===== src/rtl/pcs25g_pkg.sv =====
// Shared definitions for the 25G PCS receive path: block-lock FSM states,
// sync header encodings and descrambler history length.
package pcs25g_pkg;

    typedef enum logic [1:0] {
        INIT = 2'd0,
        TEST = 2'd1,
        SLIP = 2'd2,
        WAIT = 2'd3
    } lock_state_t;

    localparam logic [1:0]  SH_DATA    = 2'b01;
    localparam logic [1:0]  SH_CTRL    = 2'b10;
    localparam int unsigned DESCR_TAPS = 58;

    // A sync header is valid only when its two bits differ.
    function automatic logic sh_is_good(input logic [1:0] hdr);
        return (hdr == SH_DATA) || (hdr == SH_CTRL);
    endfunction

endpackage


===== src/rtl/pcs_block_lock_ctrl.sv =====
// 64b/66b block-sync controller: hunts for sync-header alignment, requests
// one-bit gearbox slips, holds lock across test windows and gates the
// descrambler until its history is primed.
module pcs_block_lock_ctrl
    import pcs25g_pkg::*;
#(
    parameter int unsigned UNITWIDTH   = 64,
    parameter int unsigned SH_CNT_MAX  = 64,
    parameter int unsigned INVALID_MAX = 16,
    parameter int unsigned SLIP_WAIT   = 4,
    parameter int unsigned WARMUP_POPS = (DESCR_TAPS + UNITWIDTH - 1) / UNITWIDTH
) (
    input  logic       clk,
    input  logic       reset_n,
    input  logic       in_pop,
    input  logic [1:0] sh,
    output logic       slip,
    output logic       block_lock,
    output logic       descr_enable,
    output logic       descr_pop,
    output logic       out_valid,
    output logic [7:0] slip_count
);

    localparam int unsigned SH_W   = $clog2(SH_CNT_MAX + 1);
    localparam int unsigned INV_W  = $clog2(INVALID_MAX + 1);
    localparam int unsigned WARM_W = $clog2(WARMUP_POPS + 1);
    localparam int unsigned WAIT_W = $clog2(SLIP_WAIT + 1);

    lock_state_t       state_q, state_d;
    logic [SH_W-1:0]   sh_cnt_q, sh_cnt_d, sh_nxt;
    logic [INV_W-1:0]  inv_cnt_q, inv_cnt_d, inv_nxt;
    logic [WARM_W-1:0] warm_cnt_q, warm_cnt_d;
    logic [WAIT_W-1:0] wait_cnt_q, wait_cnt_d;
    logic [7:0]        slip_cnt_q, slip_cnt_d;
    logic              lock_q, lock_d;
    logic              good;

    // Next-state and counter update; a slip decision takes priority over window end.
    always_comb begin
        state_d    = state_q;
        sh_cnt_d   = sh_cnt_q;
        inv_cnt_d  = inv_cnt_q;
        warm_cnt_d = warm_cnt_q;
        wait_cnt_d = wait_cnt_q;
        slip_cnt_d = slip_cnt_q;
        lock_d     = lock_q;
        good       = sh_is_good(sh);
        sh_nxt     = sh_cnt_q + 1'b1;
        inv_nxt    = inv_cnt_q + INV_W'(!good);

        unique case (state_q)
            INIT: begin
                state_d   = TEST;
                sh_cnt_d  = '0;
                inv_cnt_d = '0;
            end
            TEST: begin
                if (in_pop) begin
                    if (!lock_q && !good) begin
                        state_d   = SLIP;
                        sh_cnt_d  = '0;
                        inv_cnt_d = '0;
                    end else if (lock_q && inv_nxt == INV_W'(INVALID_MAX)) begin
                        state_d    = SLIP;
                        lock_d     = 1'b0;
                        warm_cnt_d = '0;
                        sh_cnt_d   = '0;
                        inv_cnt_d  = '0;
                    end else begin
                        if (lock_q && warm_cnt_q != WARM_W'(WARMUP_POPS))
                            warm_cnt_d = warm_cnt_q + 1'b1;
                        if (sh_nxt == SH_W'(SH_CNT_MAX)) begin
                            lock_d    = 1'b1;
                            sh_cnt_d  = '0;
                            inv_cnt_d = '0;
                        end else begin
                            sh_cnt_d  = sh_nxt;
                            inv_cnt_d = inv_nxt;
                        end
                    end
                end
            end
            SLIP: begin
                if (slip_cnt_q != 8'hFF)
                    slip_cnt_d = slip_cnt_q + 8'd1;
                lock_d     = 1'b0;
                warm_cnt_d = '0;
                wait_cnt_d = '0;
                state_d    = WAIT;
            end
            WAIT: begin
                if (wait_cnt_q == WAIT_W'(SLIP_WAIT - 1)) begin
                    state_d   = TEST;
                    sh_cnt_d  = '0;
                    inv_cnt_d = '0;
                end else begin
                    wait_cnt_d = wait_cnt_q + 1'b1;
                end
            end
            default: state_d = INIT;
        endcase
    end

    // State and counter registers with asynchronous clear.
    always_ff @(posedge clk or negedge reset_n) begin
        if (!reset_n) begin
            state_q    <= INIT;
            sh_cnt_q   <= '0;
            inv_cnt_q  <= '0;
            warm_cnt_q <= '0;
            wait_cnt_q <= '0;
            slip_cnt_q <= '0;
            lock_q     <= 1'b0;
        end else begin
            state_q    <= state_d;
            sh_cnt_q   <= sh_cnt_d;
            inv_cnt_q  <= inv_cnt_d;
            warm_cnt_q <= warm_cnt_d;
            wait_cnt_q <= wait_cnt_d;
            slip_cnt_q <= slip_cnt_d;
            lock_q     <= lock_d;
        end
    end

    assign slip         = (state_q == SLIP);
    assign block_lock   = lock_q;
    assign descr_enable = lock_q;
    assign descr_pop    = in_pop & lock_q & (state_q == TEST);
    assign out_valid    = descr_pop & (warm_cnt_q == WARM_W'(WARMUP_POPS));
    assign slip_count   = slip_cnt_q;

endmodule


===== config.mk =====
export PLATFORM = sky130hd
export DESIGN_NAME = pcs_block_lock_ctrl
export DESIGN_NICKNAME = d
export VERILOG_FILES = /design/src/rtl/pcs25g_pkg.sv /design/src/rtl/pcs_block_lock_ctrl.sv
export SDC_FILE = /design/constraint.sdc
export NUM_CORES = 1
export LEC_CHECK = 0
export CAP_MARGIN = 10
export CORE_ASPECT_RATIO = 1.2
export CORE_MARGIN = 2
export CORE_UTILIZATION = 60
export CTS_CLUSTER_SIZE = 28
export DETAILED_ROUTE_END_ITERATION = 8
export PLACE_DENSITY_LB_ADDON = 0.15
export SYNTH_ARGS = -nofsm -noshare
export SYNTH_HDL_FRONTEND = slang
export SYNTH_SLANG_ARGS = --single-unit

===== constraint.sdc =====
create_clock -name clk -period 6 [get_ports clk]
set_input_delay 1.2 -clock clk [delete_from_list [all_inputs] [get_ports clk]]
set_output_delay 1.2 -clock clk [all_outputs]
set_load 0.05 [all_outputs]

# --- After elaboration in Yosys (flattened, before gate mapping) ---
# Index checks and enable logic that the tools add are counted.
# Widths: inputs -> output; s select.
op_classes:
  n_eq_ne: 16
  n_reduce_logical: 16
  n_addsub: 5
  n_bitwise: 4
  n_mux: 29
ops:
  columns: ["op", "n"]
  rows:
  - ["$mux 7", 5]
  - ["$mux 5", 5]
  - ["$pmux 7 s3", 1]
  - ["$pmux 5 s3", 1]
  - ["$ne 3x3->1 const B", 3]
  - ["$add 8x1->8 const B", 1]
  - ["$mux 1", 8]
  - ["$mux 2", 4]
  - ["$ne 2x2->1 const B", 4]
  - ["$ne 8x8->1 const B", 1]
  - ["$pmux 2 s4", 1]
  - ["$reduce_and 4->1", 2]
  - ["$add 7x1->7 const B", 1]
  - ["$eq 7x7->1 const B", 1]
  - ["$eq 2x2->1 const B", 3]
  - ["$pmux 3 s2", 1]
  - ["$reduce_and 3->1", 2]
  - ["$add 5x1->5", 1]
  - ["$eq 5x5->1 const B", 1]
  - ["$eq 2x1->1 const B", 2]
  - ["$pmux 1 s2", 2]
  - ["$reduce_and 2->1", 2]
  - ["$reduce_bool 2->1", 2]
  - ["$add 3x1->3 const B", 1]
  - ["other kinds (10)", 15]
totals:
  out_inout_bits: 13
  elab_cells: 77
  inputBits: 5
  reg_bits: 27

# --- Depth between registers and ports, before layout ---
# Gate-level depths: netlist of run 1.
depth:
  ltp_word: 10
  depth_mapped: 10
  mapped_depth_nobuf: 9

# --- Worst setup path after synthesis of run 1 ---
# OpenSTA, ideal clock, no wires.
synth_timing:
  kind: "input -> output"
  from: "in in_pop"
  to: "out out_valid"
  n_path_buf: 0
  path_slack_ns: 2.629
  t_arrival_ns: 2.171
  required_ns: 4.800
  cell_stages: 2
  path_cell_list: "and3_1 -> and2_1"
synth_between:
  elab_chain_cells: 3
synth_rtl:
  columns: ["item", "line_no", "rtl"]
  rows:
  - ["from (decl)", "pcs_block_lock_ctrl.sv:15", "input logic in_pop,"]
  - ["$and 1x1->1 (2 in series)", "pcs_block_lock_ctrl.sv:129", "assign descr_pop = in_pop & lock_q & (state_q == TEST);"]
  - ["$and 1x1->1", "pcs_block_lock_ctrl.sv:130", "assign out_valid = descr_pop & (warm_cnt_q == WARM_W'(WARMUP_POPS));"]
  - ["to (decl)", "pcs_block_lock_ctrl.sv:21", "output logic out_valid,"]
# No other way between the ends.

# --- Final worst setup path of run 1 ---
# Ends and elaborated chain as after synthesis.

==> results.md, run 1 <==
- Status: finished clean
- Initial drt markers: 44
- Critical path launch point type: input port
- Most frequent cells in the layout: 27 x dfrtp_1, 18 x nand2_1, 17 x clkdlybuf4s50_1
- Drt via density: 5.904
- FF+latch count, synth: 27
- Hold Path Class: reg -> reg
- Antenna Cells: 0
- Clock sinks: 27
- Post-synthesis cell count: ~170
- Post-synth top flop: dfrtp_1
- DR vias: 1287
- Setup crit end kind: output port
- Max_slew headroom: 0.6370
- Overall Power: 786.9 µW
- CP required: 4.80 ns
- Final max-slew violation count: 0
- Worst slew pin tran: around 0.54 ns
- Synthesized net count: about 180
- # setup viols final: 0
- I/O Pins: 18
- RSZ-0062 raised after global routing: false
- Worst-path maximum fanout: 4
- CTS root buf: clkbuf_4
- Initial Util: 0.6374
- PD cells: roughly 430 mW/mm²
- Yosys warns: 0
- Core area: around 0.0026 mm²
- CTS HTree Levels: 1
- Worst Clk Skew: 0.01138 ns
- Clock Path Buffers: 2
- Cts hold-fix bufs: 0
- Total leakage power: around 0.00081 µW
- Pin count of the biggest net entering global routing: 28
- Layout cells sized above 1: 0.07027
- Resized cells post-CTS: 0
- Distinct cell type count after synthesis: 40
- Post-CTS setup buffers: 0
- Routed Antenna Nets: 0
- Final #Nets: around 200
- Number of synthesized flops with an enable pin: 0
- Global-route wire length before repair: around 5.5 mm
- Final Util: 0.7170
- CTS Buf Count: 3
- Tmin final: a little over 4 ns
- Max Clock Freq: around 250 MHz
- First drt pass iteration count: 4
- Final worst path period share: 0.6700
- Total Neg Setup Slack: 0 ns
- Fin. Hold Viols: 0
- Die H: 61.32 µm
- Clock transition at path regs: approximately 0.16 ns
- Area Overhead vs Synth: 12.49%
- Crit path kind: in -> out
- Grt ovf: 0
- Worst vdd ir: 0.0003745 V
- Initial antenna violation count: 0
- Clock Latency Late Sink: roughly 0.32 ns
- Vias in the first global route: ~1300
- Syn_area_per_cell: a little under 10 µm²
- GP Congestion: a little under 0.8
- Async SR Flop Fraction: 1.000
- DR DRC count: 0
- Die Width: approximately 52 µm
- Post-Route WL: ~3.2 mm
- Port-buffer cells: 17
- Routed len/inst: around 15 µm
- Total GRT Usage: 0.2282
- CTS tree: built
- Die area: 0.003174 mm²
- Core Rows: 20
- Syn Std Cell Area: between 0.0015 and 0.002 mm²
- Post-synthesis sequential area ratio: 0.4113
- Arrival time at the worst endpoint: about 2.8 ns
- Maxcap violations: 0
- Commonest non-fill, non-tap cell in the layout: dfrtp_1
- HPWL Detailed: 2.445 mm
==> synthesized netlist by cell type, types with 3 or more instances <==
master | number | area [µm²]
nand2b_1 | 3 | 18.77
inv_1 | 14 | 52.55
a21oi_1 | 6 | 30.03
o21ai_0 | 6 | 30.03
a31oi_1 | 4 | 25.02
dfrtp_1 | 27 | 675.7
mux2i_1 | 5 | 50.05
nand3_1 | 13 | 65.06
ha_1 | 10 | 125.1
o22ai_1 | 4 | 25.02
o21ai_1 | 6 | 30.03
xor2_1 | 6 | 52.55
xnor2_1 | 6 | 52.55
nand4_1 | 6 | 37.54
and3_1 | 4 | 25.02
nand2_1 | 18 | 67.56
nor2_1 | 3 | 11.26
==> logic make-up after synthesis <==
group | share of synthesized area
AND/OR/NAND/NOR | 0.2026
AO/OA/AOI/OAI | 0.1500
flip-flops | 0.4113
buffers and inverters | 0.05864
XOR/XNOR | 0.06398
adder cells (fa/ha/maj) | 0.07616
multiplexers | 0.03732
==> layer usage <==
metal | track usage | vias to the layer above | share of wire
met4 | 0.05263 | 0 | 0.0065
met2 | 0.4066 | 17 | 0.52
met5 | 0 | - | 0
met3 | 0.02913 | 2 | 0.021
met1 | 0.2992 | 638 | 0.45
li1 | - | 630 | -
==> layout make-up <==
| class | instances | area (µm²) |
|---|---|---|
| multi-input combinational | 122 | 870.8 |
| clock buffer | 3 | 22.52 |
| fill | 181 | 729.5 |
| clock inverter | 1 | 7.507 |
| timing repair buffer | 18 | 177.7 |
| inverter | 14 | 52.55 |
| sequential | 27 | 675.6 |
| tap | 33 | 41.29 |
==> stage by stage <==
step / hold slack [ns] / setup slack (ns) / cells / instance area, µm²
2_1_floorplan: 0.4621 / 2.629 / 169 / 1643
3_3_place_gp: 0.4791 / 2.012 / 214 / 1818
3_5_place_dp: 0.5058 / 1.985 / 214 / 1818
4_1_cts: 0.5260 / 1.985 / 218 / 1848
5_1_grt: 0.5334 / 1.931 / 218 / 1848
6_report: 0.5248 / 1.980 / 218 / 1848
==> flip-flops by register name (all words and copies together), names as in the netlist <==
signal,count
slip_count,8
block_lock,1
sh_cnt_q,7
state_q,2
wait_cnt_q,3
inv_cnt_q,5
warm_cnt_q,1
==> worst max-delay path, stage by stage <==
cell and delay (ns):
clkdlybuf4s50_1 0.51, and3_1 0.19, and2_1 0.12, clkdlybuf4s50_1 0.79
==> power breakdown <==
group / internal (µW) / switching, µW / total, µW
clock: 25.4 / 54.4 / 79.8
sequential: 224 / 48.7 / 272
combinational: 165 / 269 / 435
total: 414 / 372 / 787
==> path summary, 6_finish.rpt <==
kind	slack [ns]	startpoint	to	cells after the start
max reg2reg	3.84	inv_cnt_q[0]	state_q[0]	7
max in group asynchronous	4.52	reset_n	wait_cnt_q[1]	2
min reg2reg	0.52	slip_count[7]	slip_count[7]	1
min	0.52	slip_count[7]	slip_count[7]	1
min in group asynchronous	1.22	reset_n	sh_cnt_q[6]	2
max	1.98	in_pop	out_valid	4
(Power assumes the default switching activity.)
==> run 2, diff against run 1 <==
Settings changed: CORE_UTILIZATION 60 to 50.
Clock period 6 ns to 3.4 ns, I/O delays scaled along.
==> run 2 against run 1 <==
  * Register-to-register slack got worse by 2.5 ns
  * Worst hold slack got worse by 0.017 ns
  * Die area increased by 19%
  * Count of clock-buffer cells in the layout increased by 1
  * Critical path depth unchanged
  * Sequential share of layout area unchanged
  * Sequential power increased by 77%
  * Final area unchanged
  * Flip-flop and latch count unchanged
  * Critical path type unchanged
==> results.md, run 2 (synthesis results as in run 1) <==
- Resized cells post-CTS: 0
- Worst Clk Skew: approximately 0.011 ns
- Worst slew pin tran: 0.5188 ns
- Final #Nets: around 200
- Area Overhead vs Synth: 12.49%
- Grt ovf: 0
- Routed len/inst: around 14 µm
- CTS root buf: clkbuf_4
- Antenna Cells: 0
- Placed Area: about 0.0018 mm²
- # setup viols final: 0
- Drt via density: 5.805
- Max_slew headroom: 0.6522
- Worst vdd ir: a little under 0.0007 V
- First drt pass iteration count: 4
- Hold Slack: about 0.5 ns
- Overall Power: approximately 1400 µW
- Commonest non-fill, non-tap cell in the layout: dfrtp_1
- Clock Path Buffers: 2
- Post-CTS setup buffers: 0
- Cts hold-fix bufs: 0
- CTS Buf Count: 3
- Clock transition at path regs: 0.13 ns
- Global-route wire length before repair: between 5 and 6 mm
- Final worst path period share: 0.8791
- Tmin final: roughly 3.0 ns
- Most frequent cells in the layout: 27 x dfrtp_1, 18 x nand2_1, 17 x clkdlybuf4s50_1
- RSZ-0062 raised after global routing: false
- R2r worst-path depth: 7
- Core Rows: 22
- Die H: between 60 and 70 µm
- Port-buffer cells: 17
- Post-layout worst setup margin: between 0.4 and 0.5 ns
- Crit path from: in_pop
- Worst reg2reg path startpoint: inv_cnt_q[0]
- Multi-input gate area: just under 900 µm²
- Total GRT Usage: 0.1819
- # fillers: ~280
- RR Endpoint: state_q[1]
- CTS HTree Levels: 1
- Pin count of the biggest net entering global routing: 28
- Total Neg Setup Slack: 0 ns
- Initial drt markers: 58
- DR DRC count: 0
- Vias in the first global route: 1266
- Setup slack at placement: ~0.27 ns
- Max Clock Freq: roughly 330 MHz
- GP Congestion: approximately 0.86
- Design Area, Final: about 0.0018 mm²
- Final max-slew violation count: 0
- DR vias: around 1300
- Clock sinks: 27
- Crit path kind: in -> out
- Critical path's largest stage delay: roughly 0.80 ns
- CTS tree: built
- Hold Path Class: reg -> reg
- Setup crit end kind: output port
- HPWL Detailed: roughly 2.3 mm
- Initial antenna violation count: 0
- Initial Util: 0.5282
- Critical Path End: out_valid
- FF+latch area: 675.6 µm²
- Die area: around 0.0038 mm²
- Slowest CP cell: clkdlybuf4s50_1
- Fin. Hold Viols: 0
- Routed Antenna Nets: 0
- Critical path launch point type: input port
- Post-Route WL: roughly 3.1 mm
- Worst path cell trace: clkdlybuf4s50_1 -> and3_1 -> and2_1 -> clkdlybuf4s50_1
- Total leakage power: 0.0008074 µW
- CP most frequent cell: clkdlybuf4s50_1
- Worst-path maximum fanout: 4
- Status: finished clean
- PD cells: roughly 740 mW/mm²
- Maxcap violations: 0
- CP required: 2.72 ns
- Largest register FFs: 8
- Die Width: roughly 56 µm
- FF-to-FF setup slack: approximately 1.3 ns
- I/O Pins: 18
- Layout cells sized above 1: 0.06486
- Core area: around 0.0031 mm²
- Arrival time at the worst endpoint: ~2.3 ns
- Clock Latency Late Sink: 0.32 ns
run 2: cell count changes in the layout (fill, tap and decap cells not counted):
cell,change
clkbuf_1,+1
clkinvlp_4,-1
run 2: per-stage QoR:
stage,util,cells
2_1_floorplan,-,169
4_1_cts,0.5941,221
6_report,0.5941,221
3_5_place_dp,0.5857,217
5_1_grt,0.5941,221
3_3_place_gp,0.5857,217
run 2: worst min-delay path by stage:
stage / startpoint / end / slack [ns] / cells past startpoint
after floorplan: reset_n / block_lock / 0.38 / 0
after global placement: slip_count[5] / slip_count[5] / 0.48 / 1
after detailed placement: slip_count[5] / slip_count[5] / 0.48 / 1
after CTS: slip_count[5] / slip_count[5] / 0.51 / 1
after global routing: slip_count[5] / slip_count[5] / 0.53 / 1
final: slip_count[5] / slip_count[5] / 0.51 / 1
run 2: power breakdown:
part / total (µW) / internal [µW] / switching (µW)
combinational: 754 / 292 / 462
sequential: 482 / 395 / 87.3
clock: 133 / 45.8 / 87.6
total: 1370 / 733 / 637
run 2: metal layers:
layer,up-vias,routed length (µm),track usage
met4,0,34,0.07143
met1,624,1372,0.2187
met2,24,1650,0.3309
li1,631,-,-
met3,4,83,0.02136
met5,-,0,0
run 2: critical path: cells and delay by family:
family	cells	cell delay, ns
AND/OR/NAND/NOR	2	0.31
buffers and inverters	2	1.32
run 2: final cells by class:
class,count,area share
clock buffers,4,0.01422
inverters,14,0.02844
multi-input cells,122,0.4712
flip-flops and latches,27,0.3656
well taps,36,0.02437
repair buffers,18,0.09614
